<file path="config.mk">
export PLATFORM = sky130hd
export DESIGN_NAME = matrix_operand_responder
export DESIGN_NICKNAME = d
export VERILOG_FILES = /design/src/rtl/matrix_pkg.sv /design/src/rtl/matrix_ack_responder.sv /design/src/rtl/matrix_operand_responder.sv
export SDC_FILE = /design/constraint.sdc
export NUM_CORES = 2
export LEC_CHECK = 0
export CAP_MARGIN = 0
export CELL_PAD_IN_SITES_DETAIL_PLACEMENT = 2
export CELL_PAD_IN_SITES_GLOBAL_PLACEMENT = 2
export CORE_UTILIZATION = 46
export CTS_BUF_LIST = sky130_fd_sc_hd__clkbuf_4
export CTS_CLUSTER_DIAMETER = 80
export DETAILED_ROUTE_END_ITERATION = 6
export PLACE_DENSITY_LB_ADDON = 0.1
export SLEW_MARGIN = 15
export SYNTH_ARGS = -nofsm -noshare
export SYNTH_HDL_FRONTEND = slang
export SYNTH_HIERARCHICAL = 1
export SYNTH_SLANG_ARGS = --single-unit
</file>
<file path="constraint.sdc">
create_clock -name clk -period 65.9 [get_ports clk]
set_input_delay 9.885 -clock clk [delete_from_list [all_inputs] [get_ports clk]]
set_output_delay 9.885 -clock clk [all_outputs]
set_load 0.01 [all_outputs]
</file>
<file path="src/rtl/matrix_pkg.sv">
// Shared types and constants for the matrix operand/result responder.
// Optional build macro used by the top: MATRIX_RESP_ORDER_CHECK_EN.
package matrix_pkg;

    typedef enum logic [1:0] {
        JOB_IDLE = 2'd0,
        JOB_RUN  = 2'd1,
        JOB_DONE = 2'd2
    } job_state_t;

    typedef enum logic {
        ACK_IDLE = 1'b0,
        ACK_HOLD = 1'b1
    } ack_state_t;

    localparam logic [1:0] SEL_A    = 2'd0;
    localparam logic [1:0] SEL_B    = 2'd1;
    localparam logic [1:0] SEL_SEED = 2'd2;

    localparam logic [31:0] FP_ONE = 32'h3F800000;

endpackage

</file>
<file path="src/rtl/matrix_ack_responder.sv">
// Receiving side of the z_stb/z_ack result handshake: one capture and one
// single-cycle acknowledge per strobe, then waits for the strobe to drop.
module matrix_ack_responder
    import matrix_pkg::*;
(
    input  logic       clk,
    input  logic       rst,
    input  logic       z_stb_i,
    output logic       cap_en_o,
    output logic       z_ack_o,
    output ack_state_t state_o
);

    // Handshake: z_stb_i seen high in ACK_IDLE is accepted (cap_en_o) that
    // cycle; z_ack_o is high for exactly the following cycle; a new strobe is
    // only accepted after z_stb_i has been observed low in ACK_HOLD.
    ack_state_t state_q, state_d;
    logic       z_ack_q;

    always_ff @(posedge clk or posedge rst) begin
        if (rst) begin
            state_q <= ACK_IDLE;
            z_ack_q <= 1'b0;
        end else begin
            state_q <= state_d;
            z_ack_q <= cap_en_o;
        end
    end

    always_comb begin
        state_d  = state_q;
        cap_en_o = 1'b0;
        case (state_q)
            ACK_IDLE: begin
                if (z_stb_i) begin
                    cap_en_o = 1'b1;
                    state_d  = ACK_HOLD;
                end
            end
            ACK_HOLD: begin
                if (!z_stb_i) state_d = ACK_IDLE;
            end
            default: state_d = ACK_IDLE;
        endcase
    end

    assign z_ack_o = z_ack_q;
    assign state_o = state_q;

endmodule

</file>
<file path="src/rtl/matrix_operand_responder.sv">
// Memory-side partner of the sequential matrix multiplier: holds A, B, C and
// the seed word. Optional result-order checker under MATRIX_RESP_ORDER_CHECK_EN.
module matrix_operand_responder
    import matrix_pkg::*;
#(
    parameter int M     = 4,
    parameter int M_LEN = $clog2(M)
) (
    input  logic                 clk,
    input  logic                 rst,
    input  logic                 wr_en,
    input  logic [1:0]           wr_sel,
    input  logic [M_LEN-1:0]     wr_i,
    input  logic [M_LEN-1:0]     wr_j,
    input  logic [31:0]          wr_data,
    input  logic                 go,
    input  logic [M_LEN-1:0]     rd_i,
    input  logic [M_LEN-1:0]     rd_j,
    output logic [31:0]          rd_data,
    output logic                 busy,
    output logic                 job_done,
    output logic                 wr_err,
    output logic                 mul_start,
    input  logic                 mul_done,
    input  logic [M_LEN-1:0]     a_i,
    input  logic [M_LEN-1:0]     a_j,
    input  logic [M_LEN-1:0]     b_i,
    input  logic [M_LEN-1:0]     b_j,
    output logic [31:0]          a_in,
    output logic [31:0]          b_in,
    output logic [31:0]          current_element,
    input  logic [31:0]          z_out,
    input  logic [M_LEN-1:0]     z_i,
    input  logic [M_LEN-1:0]     z_j,
    input  logic                 z_stb,
    output logic                 z_ack,
    output logic [3*M_LEN:0]     z_count,
`ifdef MATRIX_RESP_ORDER_CHECK_EN
    output logic                 order_err,
`endif
    output job_state_t           job_state_dbg,
    output ack_state_t           ack_state_dbg
);

    // One bit wider than three indices so the saturation value M^3 fits.
    localparam int CNT_W = 3 * M_LEN + 1;
    localparam logic [CNT_W-1:0] M3_C = CNT_W'(M * M * M);

    function automatic logic in_rng(input logic [M_LEN-1:0] i,
                                    input logic [M_LEN-1:0] j);
        return (int'(i) < M) && (int'(j) < M);
    endfunction

    logic [31:0] a_q [M][M];
    logic [31:0] b_q [M][M];
    logic [31:0] c_q [M][M];
    logic [31:0] seed_q;
    logic [31:0] a_in_q, b_in_q, rd_data_q;

    job_state_t       state_q, state_d;
    logic             start;
    logic             mul_start_q, wr_err_q;
    logic             host_wr_ok;
    logic             cap_en;
    logic [CNT_W-1:0] z_count_q, z_count_d;

    matrix_ack_responder u_ack (
        .clk      (clk),
        .rst      (rst),
        .z_stb_i  (z_stb),
        .cap_en_o (cap_en),
        .z_ack_o  (z_ack),
        .state_o  (ack_state_dbg)
    );

    always_ff @(posedge clk or posedge rst) begin
        if (rst) begin
            state_q     <= JOB_IDLE;
            mul_start_q <= 1'b0;
            wr_err_q    <= 1'b0;
        end else begin
            state_q     <= state_d;
            mul_start_q <= start;
            wr_err_q    <= wr_en && (state_q == JOB_RUN);
        end
    end

    always_comb begin
        state_d = state_q;
        start   = 1'b0;
        case (state_q)
            JOB_IDLE, JOB_DONE: begin
                if (go) begin
                    state_d = JOB_RUN;
                    start   = 1'b1;
                end
            end
            JOB_RUN: begin
                if (mul_done) state_d = JOB_DONE;
            end
            default: state_d = JOB_IDLE;
        endcase
    end

    assign host_wr_ok = wr_en && (state_q != JOB_RUN);

    always_ff @(posedge clk or posedge rst) begin
        if (rst) begin
            for (int i = 0; i < M; i++)
                for (int j = 0; j < M; j++) begin
                    a_q[i][j] <= '0;
                    b_q[i][j] <= '0;
                end
            seed_q <= '0;
        end else if (host_wr_ok) begin
            case (wr_sel)
                SEL_A:    if (in_rng(wr_i, wr_j)) a_q[wr_i][wr_j] <= wr_data;
                SEL_B:    if (in_rng(wr_i, wr_j)) b_q[wr_i][wr_j] <= wr_data;
                SEL_SEED: seed_q <= wr_data;
                default: ;
            endcase
        end
    end

    // A capture in the same cycle as a job start lands after the clear.
    always_ff @(posedge clk or posedge rst) begin
        if (rst) begin
            for (int i = 0; i < M; i++)
                for (int j = 0; j < M; j++)
                    c_q[i][j] <= '0;
        end else begin
            if (start)
                for (int i = 0; i < M; i++)
                    for (int j = 0; j < M; j++)
                        c_q[i][j] <= '0;
            if (cap_en && in_rng(z_i, z_j)) c_q[z_i][z_j] <= z_out;
        end
    end

    always_comb begin
        z_count_d = z_count_q;
        if (start) z_count_d = '0;
        if (cap_en && (z_count_d != M3_C)) z_count_d = z_count_d + CNT_W'(1);
    end

    always_ff @(posedge clk or posedge rst) begin
        if (rst) begin
            z_count_q <= '0;
            a_in_q    <= '0;
            b_in_q    <= '0;
            rd_data_q <= '0;
        end else begin
            z_count_q <= z_count_d;
            a_in_q    <= in_rng(a_i, a_j)   ? a_q[a_i][a_j]   : '0;
            b_in_q    <= in_rng(b_i, b_j)   ? b_q[b_i][b_j]   : '0;
            rd_data_q <= in_rng(rd_i, rd_j) ? c_q[rd_i][rd_j] : '0;
        end
    end

`ifdef MATRIX_RESP_ORDER_CHECK_EN
    // Expected result sequence: row-major (i,j), each pair repeated M times.
    logic [M_LEN-1:0] exp_i_q, exp_j_q, exp_k_q;
    logic             order_err_q;

    always_ff @(posedge clk or posedge rst) begin
        if (rst) begin
            exp_i_q     <= '0;
            exp_j_q     <= '0;
            exp_k_q     <= '0;
            order_err_q <= 1'b0;
        end else if (start) begin
            exp_i_q     <= '0;
            exp_j_q     <= '0;
            exp_k_q     <= '0;
            order_err_q <= 1'b0;
        end else begin
            if (cap_en) begin
                if ((z_i != exp_i_q) || (z_j != exp_j_q)) order_err_q <= 1'b1;
                if (exp_k_q == M_LEN'(M - 1)) begin
                    exp_k_q <= '0;
                    if (exp_j_q == M_LEN'(M - 1)) begin
                        exp_j_q <= '0;
                        exp_i_q <= (exp_i_q == M_LEN'(M - 1)) ? '0 : exp_i_q + M_LEN'(1);
                    end else begin
                        exp_j_q <= exp_j_q + M_LEN'(1);
                    end
                end else begin
                    exp_k_q <= exp_k_q + M_LEN'(1);
                end
            end
            if ((state_q == JOB_RUN) && (z_count_q == M3_C) && !mul_done)
                order_err_q <= 1'b1;
        end
    end

    assign order_err = order_err_q;
`endif

    assign rd_data         = rd_data_q;
    assign a_in            = a_in_q;
    assign b_in            = b_in_q;
    assign current_element = seed_q;
    assign busy            = (state_q == JOB_RUN);
    assign job_done        = (state_q == JOB_DONE);
    assign wr_err          = wr_err_q;
    assign mul_start       = mul_start_q;
    assign z_count         = z_count_q;
    assign job_state_dbg   = state_q;

endmodule
</file>
==> run summary <==
Place WS = 50.64 ns
GRT Residual Overflow = 0
# hold bufs at CTS = 0
antenna violations before repair = 19
peak supply drop = 0.0000183 V
First-pass DRT Iterations = 6
area leader, netlist = dfrtp_1
fill count = 15000
Synth Area in Simple Gates = 0.0723
largest family of logic cells by synthesized area = multiplexers
clock tree buffer depth = 4
synthesized area = 0.0739 mm^2
CTS resizes = 0
setup ws final = 52.16 ns
Syn-to-layout area delta = 12.9%
# DRC = 0
DRT iter0 DRCs = 2926
Avg Cell Area, Syn = 13.1 um^2
row cnt = 146
WP data required = 67.29 ns
maximum clock rate = 0.0728 GHz
final clock skew = 0.116 ns
worst slew pin tran = 1.17 ns
Crit Reg-Reg Endpoint = a_q[483]
placed instance count = 7503
non-filler instance count after layout = 8312
Routed wire per std cell = 28.0 um
Seq cells post-synth = 1677
Synth area leaders = dfrtp_1, mux2_2, mux4_2
CP max stage cell = buf_4
crit path capture type = asynchronous set/reset pin
fin crit share = 0.209
most frequent cells in the layout = dfrtp_1, nand2_1, mux2_2
Post-synth EDFFs = 0
setup TNS = 0 ns
RSZ-0062 raised after global routing = no
Compound-Gate Fraction of Synth Area = 0.0502
top cell type's share of synthesized area = 0.568
worst skew pair latency = 1.45 ns
placed cell area = 0.0778 mm^2
first-pass GRT wire length = 359 mm
vias in the first global route = 56700
crit-path max FO = 167
Most common cell on crit path = buf_4
largest net degree at the start of global routing = 213
post-layout instance area = 0.0835 mm^2
Die Y = 403 um
Synth Instances = 5628
xor and xnor area share after synthesis = 0.000711
Crit path depth = 7
met2 Track Usage GR = 0.481
CP arrival = 15.14 ns
setup violators final = 0
min cycle time layout = 13.74 ns
Post-synth ARST share = 1.00
post-synthesis mux area share = 0.278
number of buffers added for setup after CTS = 0
adder-cell area share of the yosys netlist = 0
worst reg2reg setup slack = 62.31 ns
via/cell ratio = 5.89
Reg-to-Reg Start = job_state_dbg[1]
final hold vios = 0
buffers and inverters on the worst path = 7
post-synthesis net count = 5720
die area = 0.162 mm^2
fraction of layout cells with a size suffix above 1 = 0.375
WHS Endpoint = a_q[336]
grt met1 use = 0.394
Netlist cell types = 39
FF-to-FF path depth = 5
Root Buffer = clkbuf_4
GRT Max-Usage Layer = met2
IO Count = 235
Hold WC Path Type = reg -> reg
Clk pin slew, worst setup/hold paths = 0.06 ns
die width = 403 um
pwr dens = 29.3 mW/mm^2
max-capacitance violation count = 0
antenna viol nets, final = 0
Starting Density = 0.465
port buffer count = 234
sequential-to-total area share from yosys stat = 0.568
Crit path max-delay family = buffers and inverters
CP Launch Type = input pin
Slew headroom = 0.220
TritonCTS clock tree = yes
Post-Route WL = 233 mm
vias = 48900
Tot GR Track Use = 0.293
status = finished clean
depth of the CTS H-tree = 5
commonest non-fill, non-tap cell in the layout = dfrtp_1
slowest stage delay, CP = 0.85 ns
routing usage on met3 = 0.0510
Hold Crit Start = a_q[336]
Num Clock Sinks = 1677
Slew Viols, Final = 0
ys flop type = dfrtp_1
gpl congestion = 0.743
critical-path cell list = clkdlybuf4s50_1, inv_8, buf_12, buf_4, buf_4, buf_4, buf_4
WS Path Type = in -> async
Core Footprint = 0.159 mm^2
Final Net Count = 5988
CTS Buf Count = 463
placed wire-length estimate = 127 mm
Lkg Pwr = 38.8 nW
PnR Total Power = 2.44 mW
Worst Hold Depth = 1
Ys Warns = 6
[worst max-delay path by stage]
stage | from | end | slack, ns
floorplan | rst | a_in[0] | 8.74
global placement | rst | b_q[220] | 50.73
detailed placement | rst | b_q[124] | 50.64
CTS | rst | b_q[156] | 52.17
global route | rst | b_q[156] | 51.74
finish | rst | b_q[124] | 52.16
[worst register-to-register path: stages (launching register included)]
cell,delay (ns)
dfrtp_1,0.42
nand2b_1,0.56
nand4_1,0.55
nor2_4,1.03
buf_4,0.50
mux2_2,0.40
[Yosys cell counts, drive strengths merged (2+ instances only)]
| master | number |
|---|---|
| clkbuf | 395 |
| buf | 159 |
| nand3 | 71 |
| a22oi | 192 |
| o21ai | 451 |
| mux2 | 1056 |
| nand2b | 9 |
| nor3 | 11 |
| xnor2 | 2 |
| nand2 | 1134 |
| nor2b | 13 |
| inv | 8 |
| nor4b | 2 |
| nand4 | 11 |
| nor4 | 10 |
| nor2 | 22 |
| dfrtp | 1677 |
| and3 | 3 |
| and2 | 5 |
| xor2 | 4 |
| mux4 | 384 |
[final cells by class]
cell class                      instances  area (um^2)  share of cell area
Multi-Input combinational cell       3388        29900               0.358
Tap cell                             2072         2590              0.0310
Antenna cell                           23         57.6            0.000689
Clock inverter                         99          517             0.00619
Sequential cell                      1677        42000               0.503
Inverter                                9         41.3            0.000494
Timing Repair Buffer                  357         3250              0.0389
Clock buffer                          687         5160              0.0618
[registers in the layout, indices dropped and copies added, names as in the netlist, 2 cells and up]
register	cells
z_count	7
current_element	32
b_q	512
job_state_dbg	2
rd_data	32
c_q	512
a_in	32
b_in	32
a_q	512
[routing by layer]
layer / wire length, um / share of wire
met1: 103000 / 0.44
met2: 115000 / 0.49
met4: 6200 / 0.027
met5: 26 / 0.00011
met3: 9220 / 0.040
[stage by stage]
step | hold slack [ns] | utilization
after global routing | 0.510 | 0.525
after global placement | 0.463 | 0.490
after detailed placement | 0.474 | 0.490
final | 0.488 | 0.525
after floorplan | 0.452 | -
after CTS | 0.490 | 0.526
[where the power goes]
part / total, mW / internal (mW) / switching [mW]
logic: 0.300 / 0.150 / 0.150
clock network: 0.949 / 0.490 / 0.459
registers: 1.19 / 1.13 / 0.0598
[logic make-up after synthesis]
family | count (synthesis)
multiplexers | 1440
AO/OA/AOI/OAI | 645
buffers and inverters | 563
XOR/XNOR | 6
AND/OR/NAND/NOR | 1297
flip-flops | 1677
Power figures use the tool's default switching activity.
